[config.mk]
export PLATFORM = sky130hd
export DESIGN_NAME = vga_sync_monitor
export DESIGN_NICKNAME = d
export VERILOG_FILES = /design/src/rtl/vga_sync_monitor.sv
export SDC_FILE = /design/constraint.sdc
export NUM_CORES = 1
export LEC_CHECK = 0
export ABC_AREA = 1
export CAP_MARGIN = 20
export CELL_PAD_IN_SITES_DETAIL_PLACEMENT = 0
export CELL_PAD_IN_SITES_GLOBAL_PLACEMENT = 1
export CORE_UTILIZATION = 30
export CTS_BUF_LIST = sky130_fd_sc_hd__clkbuf_16
export DETAILED_ROUTE_END_ITERATION = 12
export GPL_ROUTABILITY_DRIVEN = 0
export PLACE_DENSITY = 0.69
export SYNTH_ARGS = -nofsm -noshare
export SYNTH_HDL_FRONTEND = slang
export SYNTH_SLANG_ARGS = --single-unit
[constraint.sdc]
create_clock -name clk_i -period 2.7 [get_ports clk_i]
set_input_delay 0.27 -clock clk_i [delete_from_list [all_inputs] [get_ports clk_i]]
set_output_delay 0.27 -clock clk_i [all_outputs]
set_load 0.05 [all_outputs]
[src/rtl/vga_sync_monitor.sv]
// vga_sync_monitor: passive checker for a VGA timing stream on the pixel clock.
// It locks onto hsync/vsync and reports the active-window coordinate and colour
// of each pixel, a per-frame pulse, and a saturating count of timing errors.
// Optional feature: define VGA_MON_CHECKSUM_EN to add a per-frame rotate-XOR
// checksum of active pixels on frame_sum_o (otherwise frame_sum_o is tied to 0).
module vga_sync_monitor #(
  parameter int H_ACTIVE = 1920,
  parameter int H_FP     = 88,
  parameter int H_SYNC   = 44,
  parameter int H_BP     = 148,
  parameter int V_ACTIVE = 1080,
  parameter int V_FP     = 4,
  parameter int V_SYNC   = 5,
  parameter int V_BP     = 36,
  parameter bit SYNC_POL = 1'b1
) (
  input  logic        clk_i,
  input  logic        rst_ni,
  input  logic        hsync_i,
  input  logic        vsync_i,
  input  logic [3:0]  red_i,
  input  logic [3:0]  green_i,
  input  logic [3:0]  blue_i,
  output logic        locked_o,
  output logic        pixel_valid_o,
  output logic [11:0] x_o,
  output logic [10:0] y_o,
  output logic [11:0] pix_o,
  output logic        frame_done_o,
  output logic [15:0] err_count_o,
  output logic [11:0] frame_sum_o
);

  localparam logic [11:0] H_TOT = 12'(H_SYNC + H_BP + H_ACTIVE + H_FP);
  localparam logic [11:0] H_ST  = 12'(H_SYNC + H_BP);
  localparam logic [11:0] H_END = 12'(H_SYNC + H_BP + H_ACTIVE);
  localparam logic [11:0] H_SW  = 12'(H_SYNC);
  localparam logic [10:0] V_TOT = 11'(V_SYNC + V_BP + V_ACTIVE + V_FP);
  localparam logic [10:0] V_ST  = 11'(V_SYNC + V_BP);
  localparam logic [10:0] V_END = 11'(V_SYNC + V_BP + V_ACTIVE);
  localparam logic        INACT = ~SYNC_POL;

  typedef enum logic [1:0] {SEARCH = 2'd0, MEASURE = 2'd1, LOCKED = 2'd2} state_e;

  logic        hs1_q, vs1_q, hs2_q, vs2_q;
  logic [11:0] rgb1_q;
  state_e      state_q, state_d;
  logic [11:0] hcnt_q, hcnt_d, hw_q, hw_d;
  logic [10:0] vcnt_q, vcnt_d;
  logic        hst_q, hst_d, vst_q, vst_d, varm_q, varm_d;
  logic        locked_q, pv_q, pv_d, fd_q, fd_d;
  logic [11:0] x_q, x_d, pix_q, pix_d;
  logic [10:0] y_q, y_d;
  logic [15:0] errc_q, errc_d;
  logic        hs_edge, vs_edge, err_line, err_frame, err_any;

  // Leading edge: S1 now at the asserted level, S2 (previous S1) was not.
  assign hs_edge = (hs1_q == SYNC_POL) && (hs2_q != SYNC_POL);
  assign vs_edge = (vs1_q == SYNC_POL) && (vs2_q != SYNC_POL);
  assign err_any = err_line || err_frame;

  // S1 input register and S2 edge-history register.
  always_ff @(posedge clk_i or negedge rst_ni) begin
    if (!rst_ni) begin
      hs1_q  <= INACT;
      vs1_q  <= INACT;
      hs2_q  <= INACT;
      vs2_q  <= INACT;
      rgb1_q <= '0;
    end else begin
      hs1_q  <= hsync_i;
      vs1_q  <= vsync_i;
      hs2_q  <= hs1_q;
      vs2_q  <= vs1_q;
      rgb1_q <= {red_i, green_i, blue_i};
    end
  end

  // Line/frame counters and timing checks. hst/vst gate checking until a first
  // edge has started a measurement, so a reset mid-frame never reports errors.
  always_comb begin
    hcnt_d    = hcnt_q;
    hst_d     = hst_q;
    hw_d      = hw_q;
    vcnt_d    = vcnt_q;
    vst_d     = vst_q;
    varm_d    = varm_q;
    err_line  = 1'b0;
    err_frame = 1'b0;
    if (hs_edge) begin
      hcnt_d = '0;
      hst_d  = 1'b1;
      hw_d   = 12'd1;
      if (hst_q && (((hcnt_q + 12'd1) != H_TOT) || (hw_q != H_SW))) err_line = 1'b1;
    end else begin
      if ((hs1_q == SYNC_POL) && (hw_q != 12'hFFF)) hw_d = hw_q + 12'd1;
      if (hst_q) begin
        // Counted a full line past H_TOTAL with no edge: report once, then idle.
        if (hcnt_q == H_TOT) begin
          err_line = 1'b1;
          hst_d    = 1'b0;
          hcnt_d   = '0;
        end else begin
          hcnt_d = hcnt_q + 12'd1;
        end
      end
    end
    if (vs_edge && vst_q && ((vcnt_q + 11'd1) != V_TOT)) err_frame = 1'b1;
    if (hs_edge) begin
      if (vs_edge || varm_q) begin
        vcnt_d = '0;
        varm_d = 1'b0;
        vst_d  = 1'b1;
      end else if (vcnt_q != 11'h7FF) begin
        vcnt_d = vcnt_q + 11'd1;
      end
    end else if (vs_edge) begin
      varm_d = 1'b1;
    end
  end

  // Lock FSM next state, error counter and registered output values.
  always_comb begin
    state_d = state_q;
    unique case (state_q)
      SEARCH:  if (vs_edge) state_d = MEASURE;
      MEASURE: if (err_any) state_d = SEARCH;
               else if (vs_edge) state_d = LOCKED;
      LOCKED:  if (err_any) state_d = SEARCH;
      default: state_d = SEARCH;
    endcase
    errc_d = errc_q;
    if (err_any && (errc_q != 16'hFFFF)) errc_d = errc_q + 16'd1;
    fd_d  = vs_edge && (state_d == LOCKED);
    pv_d  = (state_d == LOCKED) && (hcnt_d >= H_ST) && (hcnt_d < H_END) &&
            (vcnt_d >= V_ST) && (vcnt_d < V_END);
    x_d   = pv_d ? (hcnt_d - H_ST) : 12'd0;
    y_d   = pv_d ? (vcnt_d - V_ST) : 11'd0;
    pix_d = pv_d ? rgb1_q : 12'd0;
  end

  // State, counters and outputs; all update one clock after S1.
  always_ff @(posedge clk_i or negedge rst_ni) begin
    if (!rst_ni) begin
      state_q  <= SEARCH;
      hcnt_q   <= '0;
      hw_q     <= '0;
      hst_q    <= 1'b0;
      vcnt_q   <= '0;
      vst_q    <= 1'b0;
      varm_q   <= 1'b0;
      errc_q   <= '0;
      locked_q <= 1'b0;
      pv_q     <= 1'b0;
      fd_q     <= 1'b0;
      x_q      <= '0;
      y_q      <= '0;
      pix_q    <= '0;
    end else begin
      state_q  <= state_d;
      hcnt_q   <= hcnt_d;
      hw_q     <= hw_d;
      hst_q    <= hst_d;
      vcnt_q   <= vcnt_d;
      vst_q    <= vst_d;
      varm_q   <= varm_d;
      errc_q   <= errc_d;
      locked_q <= (state_d == LOCKED);
      pv_q     <= pv_d;
      fd_q     <= fd_d;
      x_q      <= x_d;
      y_q      <= y_d;
      pix_q    <= pix_d;
    end
  end

  assign locked_o      = locked_q;
  assign pixel_valid_o = pv_q;
  assign x_o           = x_q;
  assign y_o           = y_q;
  assign pix_o         = pix_q;
  assign frame_done_o  = fd_q;
  assign err_count_o   = errc_q;

`ifdef VGA_MON_CHECKSUM_EN
  logic [11:0] acc_q, acc_d, fsum_q, fsum_d;

  // Rotate-XOR accumulator over active pixels; snapshot at frame_done.
  always_comb begin
    acc_d  = acc_q;
    fsum_d = fsum_q;
    if (fd_d) begin
      fsum_d = acc_q;
      acc_d  = '0;
    end else if (state_d != LOCKED) begin
      acc_d = '0;
    end else if (pv_d) begin
      acc_d = {acc_q[10:0], acc_q[11]} ^ rgb1_q;
    end
  end

  // Checksum registers.
  always_ff @(posedge clk_i or negedge rst_ni) begin
    if (!rst_ni) begin
      acc_q  <= '0;
      fsum_q <= '0;
    end else begin
      acc_q  <= acc_d;
      fsum_q <= fsum_d;
    end
  end

  assign frame_sum_o = fsum_q;
`else
  assign frame_sum_o = 12'd0;
`endif

endmodule
==> metrics.txt, run 1 <==
FF+latch count, synth=110; R2R Setup Slk=about 180 ps; Arr. time, crit path=between 2000 and 3000 ps; critical path capture point type=flop; status=finished clean; total of warnings raised by yosys=0; clock skew=just under 10 ps; initial core utilization=0.306; Power, Total=about 0.0041 W; Avg Cell Area, Syn=approximately 8 um^2; area leader, netlist=dfrtp_1; CTS buffer count=9; Area Overhead vs Synth=25.1%; CTS tree=yes; Max Clk Rate=about 400 MHz; Final ANT Viol Nets=0; DR iter-0 viols=293; Fin. Hold Viols=0; Port Buffer Count=a little under 70; min cycle time layout=2520 ps; FILL cells=~2.0k; synthesized area=between 5000 and 6000 um^2; Crit Path Max Fanout=10; count leader, synth=nand2_1; Syn Inst Count=just under 700; DPL Wire Length=roughly 9500 um; Longest Clk Path Bufs=2; Tightest Pin Transition=slightly below 600 ps; WL per Instance=~12 um; Die X=approximately 140 um; top cells by count, synth=nand2_1 (174), dfrtp_1 (110), inv_1 (105); ys async rst share=1.00; Worst setup SP type=flop; Chip Height=between 100 and 150 um; fin crit share=0.935; clock slew seen by the registers of the worst setup and hold paths=70 ps; Hold Path Class=input pin to asynchronous set/reset pin; Synth Flop Type=dfrtp_1; vias in the first global route=approximately 4.4k; Antenna Cells=0; Synth area leaders=dfrtp_1 (48%), nand2_1 (11%), inv_1 (6.9%); post-place setup slack=between 50 and 60 ps; share of the synthesized area in the top cell type=0.483; final WL=around 13000 um; Max IR drop VDD=around 0.00033 V; Netlist cell types=35; Max-cap violations=0; share of post-route cells with drive strength above 1=0.138; final max-slew violation count=0; H-tree Lvls=3; number of flops mapped to enable cells by yosys=0; DR DRC count=0; die area=19600 um^2; Pre-antenna DRT Iters=6; critical path class=flop to flop; fin nets=around 800; largest net degree at the start of global routing=65; Root Buffer=clkbuf_16; via/cell ratio=4.32; antenna violations before repair=0; worst path required time=2990 ps; area of the core=around 19000 um^2; Power Dens Cells=around 570 nW/um^2; P_leak=roughly 3.5 nW; Vias=4455; global-route wire length before repair=21400 um; I/O pin cnt=slightly above 80; sequential-to-total area share from yosys stat=0.483; clk sinks=between 100 and 150; clk_lat worst skew=roughly 360 ps; setup violators final=0; placement row count=50; Slew headroom=0.606; worst setup margin=roughly 180 ps; GR Util All Layers=0.139; Remaining Overflow, GRT=0
[placed cells by master (no fill, tap or decap), drive strengths merged, types with 2 or more instances in the layout]
cell and n:
clkdlybuf4s50 68, clkbuf 10, nand3 51, dfrtp 110, o21ai 30, nor2 99
xnor2 6, a31oi 2, buf 27, nand2 181, xor2 26, nor3 17
or2 2, clkinv 6, nand4 3, inv 108, o22ai 2, ha 12
a21oi 18, conb 12, nor4 3
[state kept, by name, summed over array words and instances (netlist names), 2 cells and up]
name and count:
hw_q 12, x_o 12, state_q 2, err_count_o 16
y_o 11, pix_o 12, hcnt_q 12, vcnt_q 11
rgb1_q 12
[cells by family after synthesis]
| family | synth area share |
|---|---|
| and+or+nand+nor | 0.286 |
| DFF | 0.483 |
| xor gates and xnor gates | 0.0491 |
| other | 0.000657 |
| AOI/OAI and AO/OA | 0.0553 |
| buffers and inverters | 0.0996 |
| adders and majority gates | 0.0263 |
[repair_timing]
item | 4_1_cts | 5_1_grt
setup buffers | 0 | 2
setup endpoints to repair | 0 | 36
resized for setup | 0 | 9
endpoints found under the hold margin | 17 | 0
hold buffers | 1 | 0
[layer usage]
metal,global-route usage,wire length [um]
met1,0.187,6300
met4,0.0382,134
met2,0.223,5990
met3,0.0345,461
met5,0,0
[where the power goes]
group / internal, W / total [W] / switching [W]
sequential: 0.00177 / 0.00188 / 0.000113
combinational: 0.000318 / 0.000951 / 0.000633
clock: 0.000620 / 0.00123 / 0.000608
[critical path, cell delays in order (launching register included)]
cell	delay, ps
dfrtp_1	410
ha_1	230
nand2_1	130
nor2_2	70
xor2_1	140
or2_2	310
a21oi_4	170
ha_1	220
nor2_2	60
nand3_1	60
nand2_1	50
nand2_1	100
nand4_4	180
clkbuf_16	230
nor2_2	80
[metrics by stage]
step           cells  TNS [ps]  hold slack (ps)  cell area (um^2)   util
4_1_cts         1029         0              329              7050  0.378
2_1_floorplan    707         0            -25.6              5750      -
6_report        1032         0              337              7140  0.383
3_5_place_dp    1012         0              172              6780  0.364
3_3_place_gp    1012         0              173              6780  0.364
5_1_grt         1032     -74.3              330              7140  0.383
[cell type report]
type,instances,area (um^2),share of cell area
timing repair buffer,97,956,0.134
tap,234,293,0.0410
inverter,107,402,0.0563
multi-input combinational,468,2470,0.346
clock buffer,9,225,0.0316
clock inverter,7,40.0,0.00561
sequential,110,2750,0.386
[path summary, 6_finish.rpt]
kind                       startpoint               to  cells after the start
setup / recovery            hcnt_q[0]           x_o[6]                     14
hold / removal                 rst_ni  err_count_o[15]                      2
setup reg to reg            hcnt_q[0]           x_o[6]                     14
hold reg to reg                 vs1_q            vs2_q                      0
max in group asynchronous      rst_ni          hw_q[8]                      3
min in group clk_i           red_i[3]       rgb1_q[11]                      1
Power figures use the tool's default switching activity.
==> run 2, diff against run 1 <==
--- a/config.mk
+++ b/config.mk
@@ -14,6 +14,7 @@
 export DETAILED_ROUTE_END_ITERATION = 12
 export GPL_ROUTABILITY_DRIVEN = 0
 export PLACE_DENSITY = 0.69
+export RECOVER_POWER = 100
 export SYNTH_ARGS = -nofsm -noshare
 export SYNTH_HDL_FRONTEND = slang
 export SYNTH_SLANG_ARGS = --single-unit
==> run 2 against run 1 <==
Compared with the run above: clock skew is essentially flat; sequential cell count stayed put; via count increased by 0.40%; die area unchanged; sequential share of layout area rose by 0.82 points.
==> metrics.txt, run 2 (synthesis gave the netlist of run 1 again) <==
status=finished clean (unchanged); share of post-route cells with drive strength above 1=0.0940 (was 0.138); GR Util All Layers=0.139 (unchanged); Final Cell Area=6990 um^2 (was 7140 um^2); Tightest Pin Transition=1050 ps (was 589 ps); die area=19600 um^2 (unchanged); net switching power=0.00134 W (was 0.00135 W); CP bufs+invs=1 (unchanged); most frequent CP cell=nand2_1; vias in the first global route=4355 (unchanged); Area Overhead vs Synth=22.5% (was 25.1%); combinational share of power=0.226 (was 0.234); unrepaired setup endpoints after global routing=no; worst path required time=2980 ps (was 2990 ps); Antenna Cells=0 (unchanged); Worst Setup SP=hcnt_q[0] (unchanged); Crit Path Max Fanout=16 (was 10); global-route wire length before repair=21400 um (unchanged); Arr. time, crit path=2790 ps (was 2820 ps); Layout Cells excl Fill=1032 (unchanged); Seq pwr share=0.468 (was 0.463); antenna violations before repair=0 (unchanged); Longest Clk Path Bufs=2 (unchanged); clk_lat worst skew=360 ps (about the same); clock share of power=0.307 (was 0.303); WL per Instance=12.5 um (about the same); DR DRC count=0 (unchanged); I/O pin cnt=82 (unchanged); final max-slew violation count=0 (unchanged); post-placement cell area=6780 um^2 (unchanged); Remaining Overflow, GRT=0 (unchanged); Worst setup SP type=flop (unchanged); Max-cap violations=0 (unchanged); placement row count=50 (unchanged); Internal Pwr Total=0.00267 W (was 0.00270 W); FILL cells=2000 (was 1960); worst setup margin=183 ps (was 176 ps); Max Clk Rate=397 MHz (was 396 MHz); setup violators final=0 (unchanged); delay-heaviest family, CP=simple AND/OR/NAND/NOR gates (unchanged); CTS buffer count=9 (unchanged); min cycle time layout=2520 ps (about the same); clock skew=10.2 ps (was 9.70 ps); DPL Wire Length=9480 um (unchanged); via/cell ratio=4.33 (was 4.32); fin crit share=0.932 (was 0.935); Port Buffer Count=69 (unchanged); CP max stage delay=410 ps (about the same); final WL=12900 um (about the same); clk sinks=110 (unchanged); area of the core=18600 um^2 (unchanged); Hold Path Class=flop to flop (was input pin to asynchronous set/reset pin); Chip Height=140 um (unchanged); min-delay src=vs1_q; Pre-antenna DRT Iters=6 (unchanged); most common cell after layout, fill and taps aside=nand2_1 (unchanged); CTS tree=yes (unchanged); Die X=140 um (unchanged); Root Buffer=clkbuf_16 (unchanged); Slew headroom=0.299 (was 0.606); critical path capture point type=flop (unchanged); fin nets=821 (unchanged); Fin. Hold Viols=0 (unchanged); P_leak=3.62 nW (was 3.49 nW); Switching Fraction=0.335 (was 0.334); clock slew seen by the registers of the worst setup and hold paths=70 ps (about the same); critical path class=flop to flop (unchanged); Final TNS setup=0 ps (unchanged); initial core utilization=0.306 (unchanged); H-tree Lvls=3 (unchanged); Final ANT Viol Nets=0 (unchanged); Max IR drop VDD=0.000332 V (was 0.000330 V); Power Dens Cells=574 nW/um^2 (was 569 nW/um^2); flip-flop count of the largest register after layout=16 (unchanged); largest net degree at the start of global routing=65 (unchanged); DR iter-0 viols=267 (was 293); worst r2r src=hcnt_q[0] (unchanged); placed cell count=1012 (unchanged); post-place setup slack=51.8 ps (unchanged); most frequent cells in the layout=nand2_1 (175), dfrtp_1 (110), inv_1 (105) (was nand2_1 (174), dfrtp_1 (110), inv_1 (105)); Vias=4473 (was 4455); crit path cell chain=ha_1, nand2_1, nor2_2, xor2_1, or2_2, a21oi_4, ha_1, nor2_2, nand3_1, nand2_1, nand2_1, nand4_4, buf_12, nor2_1 (was ha_1, nand2_1, nor2_2, xor2_1, or2_2, a21oi_4, ha_1, nor2_2, nand3_1, nand2_1, nand2_1, nand4_4, clkbuf_16, nor2_2); slowest cell on the critical path=dfrtp_1 (unchanged)
## run 2: cell types whose count changed in the layout (fill, tap and decap cells not counted), moves of 5 or more
cell	change
nor2_1	+20
clkdlybuf4s50_1	-68
o21ai_2	-5
o21ai_0	+5
clkbuf_1	+7
buf_4	-9
dlygate4sd3_1	+68
nor2_2	-19
## run 2: worst reg2reg max path, delay by kind of cell (launching register included)
| kind | cells | cell delay [ps] |
|---|---|---|
| xor gates and xnor gates | 1 | 140 |
| adders and majority gates | 2 | 450 |
| and+or+nand+nor | 9 | 1080 |
| buffers and inverters | 1 | 190 |
| DFF | 1 | 410 |
| AOI/OAI and AO/OA | 1 | 170 |
## run 2: timing repair
item,4_1_cts,5_1_grt
endpoints found under the setup margin,0,36
hold endpoints to repair,17,0
resized for setup,0,9
buffers inserted,0,2
hold buffers,1,0
## run 2: worst paths after layout
check | to | slack [ps] | cells past startpoint
min in group asynchronous | y_o[8] | 620 | 2
max reg2reg | y_o[2] | 180 | 14
min reg2reg | vs2_q | 400 | 0
min | vs2_q | 400 | 0
max | y_o[2] | 180 | 14
max in group asynchronous | hcnt_q[11] | 560 | 3
## run 2: metal layers
metal	up-vias	global-route usage	share of wire
li1	2322	-	-
met1	2074	0.187	0.50
met2	69	0.223	0.46
met3	8	0.0345	0.032
met4	0	0.0382	0.010
met5	-	0	0
## run 2: stage by stage
stage / total power, W / hold slack (ps) / util
5_1_grt: 0.00427 / 414 / 0.375
6_report: 0.00401 / 399 / 0.375
2_1_floorplan: 0.00256 / -25.6 / -
3_3_place_gp: 0.00286 / 173 / 0.364
4_1_cts: 0.00412 / 329 / 0.378
3_5_place_dp: 0.00286 / 172 / 0.364
## run 2: final cells by class
class | count | area [um^2] | area share
Clock buffer | 9 | 225 | 0.0322
Sequential cell | 110 | 2750 | 0.394
Inverter | 107 | 402 | 0.0575
Multi-Input combinational cell | 468 | 2380 | 0.341
Tap cell | 234 | 293 | 0.0419
Clock inverter | 7 | 40.0 | 0.00573
Timing Repair Buffer | 97 | 892 | 0.128
## run 2: power groups by stage
stage	clock network (W)	registers [W]	logic (W)
floorplan	0	0.00206	0.000507
global placement	0	0.00191	0.000951
detailed placement	0	0.00191	0.000942
CTS	0.00129	0.00188	0.000949
global route	0.00136	0.00190	0.00102
finish	0.00123	0.00188	0.000905
==> run 3, diff against run 2 <==
--- a/config.mk
+++ b/config.mk
@@ -13,6 +13,7 @@
 export CTS_BUF_LIST = sky130_fd_sc_hd__clkbuf_16
 export DETAILED_ROUTE_END_ITERATION = 12
 export GPL_ROUTABILITY_DRIVEN = 0
+export GPL_TIMING_DRIVEN = 0
 export PLACE_DENSITY = 0.69
 export RECOVER_POWER = 100
 export SYNTH_ARGS = -nofsm -noshare
==> run 3 against run 2 <==
Compared with the run above: utilization rose by 2.5 points; sequential cell count did not move; global-route usage rose by 0.51 points; critical endpoint is now pixel_valid_o; worst hold slack improved by 16 ps; the run now ends with design-rule violations left; sequential power barely moved; register-to-register slack barely moved; sequential share of layout area fell by 2.4 points.
==> metrics.txt, run 3 (synthesis gave the netlist of run 1 again) <==
Power Dens Cells=559 nW/um^2 (was 574 nW/um^2); Worst setup SP type=flop (unchanged); Layout Cells excl Fill=1053 (was 1032); DPL Wire Length=9310 um (was 9480 um); FILL cells=1926 (was 2000); Final TNS setup=0 ps (unchanged); clock slew seen by the registers of the worst setup and hold paths=80 ps (was 70 ps); violated checks=design-rule violations; Power, Total=0.00417 W (was 0.00401 W); critical path capture point type=flop (unchanged); clock skew=11.7 ps (was 10.2 ps); WL per Instance=12.5 um (about the same); Multi-input gate area=2570 um^2 (was 2380 um^2); DR DRC count=1 (was 0); Die X=140 um (unchanged); Max-cap violations=0 (unchanged); Max Clk Rate=395 MHz (was 397 MHz); final WL=13200 um (was 12900 um); final max-slew violation count=0 (unchanged); Vias=4537 (was 4473); Antenna Cells=0 (unchanged); area of the core=18600 um^2 (unchanged); via/cell ratio=4.31 (was 4.33); share of post-route cells with drive strength above 1=0.186 (was 0.0940); Reg area=2760 um^2 (was 2750 um^2); CTS buffer count=9 (unchanged); critical path class=flop to flop (unchanged); Port Buffer Count=69 (unchanged); Chip Height=140 um (unchanged); vias in the first global route=4304 (was 4355); Crit Path Max Fanout=8 (was 16); initial core utilization=0.306 (unchanged); H-tree Lvls=3 (unchanged); die area=19600 um^2 (unchanged); Root Buffer=clkbuf_16 (unchanged); GR Util All Layers=0.144 (was 0.139); clk sinks=110 (unchanged); Fin. Hold Viols=0 (unchanged); R2R depth=15 (was 14); Worst Hold Depth=0 (unchanged); worst path required time=2960 ps (was 2980 ps); CTS tree=yes (unchanged); DR iter-0 viols=241 (was 267); most frequent cells in the layout=nand2_1 (171), dfrtp_1 (107), inv_1 (100) (was nand2_1 (175), dfrtp_1 (110), inv_1 (105)); Slew headroom=0.172 (was 0.299); setup violators final=0 (unchanged); status=finished, violations left (was finished clean); Max IR drop VDD=0.000319 V (was 0.000332 V); min cycle time layout=2530 ps (was 2520 ps); slowest cell on the critical path=dfrtp_1 (unchanged); P_leak=3.62 nW (about the same); Area Overhead vs Synth=30.8% (was 22.5%); largest net degree at the start of global routing=66 (was 65); CP max stage delay=390 ps (was 410 ps); fin nets=842 (was 821); fin crit share=0.938 (was 0.932); Longest Clk Path Bufs=2 (unchanged); I/O pin cnt=82 (unchanged); placement row count=50 (unchanged); Final ANT Viol Nets=0 (unchanged); Arr. time, crit path=2790 ps (about the same); flip-flop count of the largest register after layout=16 (unchanged); crit path cell chain=ha_2, nand2_4, nor2_4, nand3_4, buf_8, buf_2, nand3_1, a21oi_4, nand2_1, nor3_1, nand3_2, nand4_4, buf_12, clkbuf_16, inv_1 (was ha_1, nand2_1, nor2_2, xor2_1, or2_2, a21oi_4, ha_1, nor2_2, nand3_1, nand2_1, nand2_1, nand4_4, buf_12, nor2_1); Tightest Pin Transition=1240 ps (was 1050 ps); most common cell after layout, fill and taps aside=nand2_1 (unchanged); clk_lat worst skew=370 ps (was 360 ps); placed cell count=1011 (was 1012); global-route wire length before repair=22100 um (was 21400 um); Remaining Overflow, GRT=0 (unchanged); antenna violations before repair=0 (unchanged); Pre-antenna DRT Iters=8 (was 6); Hold Path Class=flop to flop (unchanged)
-- run 3: changes by cell type in the layout (fill, tap and decap cells not counted), moves of 6 or more --
cell,before,now
dlygate4sd3_1,69,15
o21ai_0,27,21
buf_4,15,31
clkdlybuf4s50_1,0,54
nor2_1,81,59
nor2_2,13,32
-- run 3: layout make-up --
class                           count  area share
Inverter                          107      0.0539
Buffer                             22      0.0275
Clock buffer                        9      0.0302
Clock inverter                      7     0.00637
Multi-Input combinational cell    468       0.345
Tap cell                          234      0.0393
Sequential cell                   110       0.370
Timing Repair Buffer               96       0.128
-- run 3: worst max-delay path: cells and delay by family (launching register included) --
kind	cells	cell delay [ps]
fa+ha+maj	1	210
flops	1	390
buf+inv	5	660
simple gates	8	940
compound gates	1	220
-- run 3: per-layer routing --
metal / vias to the layer above / GRT usage / share of wire
met2: 72 / 0.236 / 0.48
li1: 2353 / - / -
met4: 0 / 0.0555 / 0.017
met3: 14 / 0.0315 / 0.032
met5: - / 0 / 0
met1: 2098 / 0.186 / 0.47
-- run 3: final timing paths --
check | from | slack, ps | end
min in group asynchronous | rst_ni | 700 | vcnt_q[5]
worst max-delay path | vcnt_q[1] | 170 | pixel_valid_o
worst min-delay path | vs1_q | 410 | vs2_q
worst max register to register | vcnt_q[1] | 170 | pixel_valid_o
max in group asynchronous | rst_ni | 1080 | pix_o[10]
worst min register to register | vs1_q | 410 | vs2_q
-- run 3: what timing repair did --
| item | 4_1_cts | 5_1_grt |
|---|---|---|
| hold buffers | 1 | 0 |
| endpoints found under the setup margin | 36 | 43 |
| setup buffers | 9 | 14 |
| resized for setup | 24 | 34 |
| pin swaps | 5 | 15 |
| endpoints found under the hold margin | 45 | 0 |
| gates cloned | 1 | 1 |
-- run 3: power by group --
part           leakage [nW]  internal (W)  switching, W  total, W
Clock                 0.132      0.000628      0.000637   0.00126
Sequential             1.45       0.00177      0.000114   0.00188
Combinational          2.04      0.000352      0.000671   0.00102
-- run 3: per-stage QoR --
| stage | hold WS [ps] | area (um^2) | utilization | worst slack (ps) |
|---|---|---|---|---|
| 2_1_floorplan | -25.6 | 5750 | - | 248 |
| 3_3_place_gp | 392 | 6730 | 0.361 | -3090 |
| 3_5_place_dp | 241 | 6760 | 0.362 | -584 |
| 4_1_cts | 321 | 7220 | 0.387 | 5.22 |
| 5_1_grt | 426 | 7460 | 0.400 | -2.50 |
| 6_report | 415 | 7460 | 0.400 | 169 |
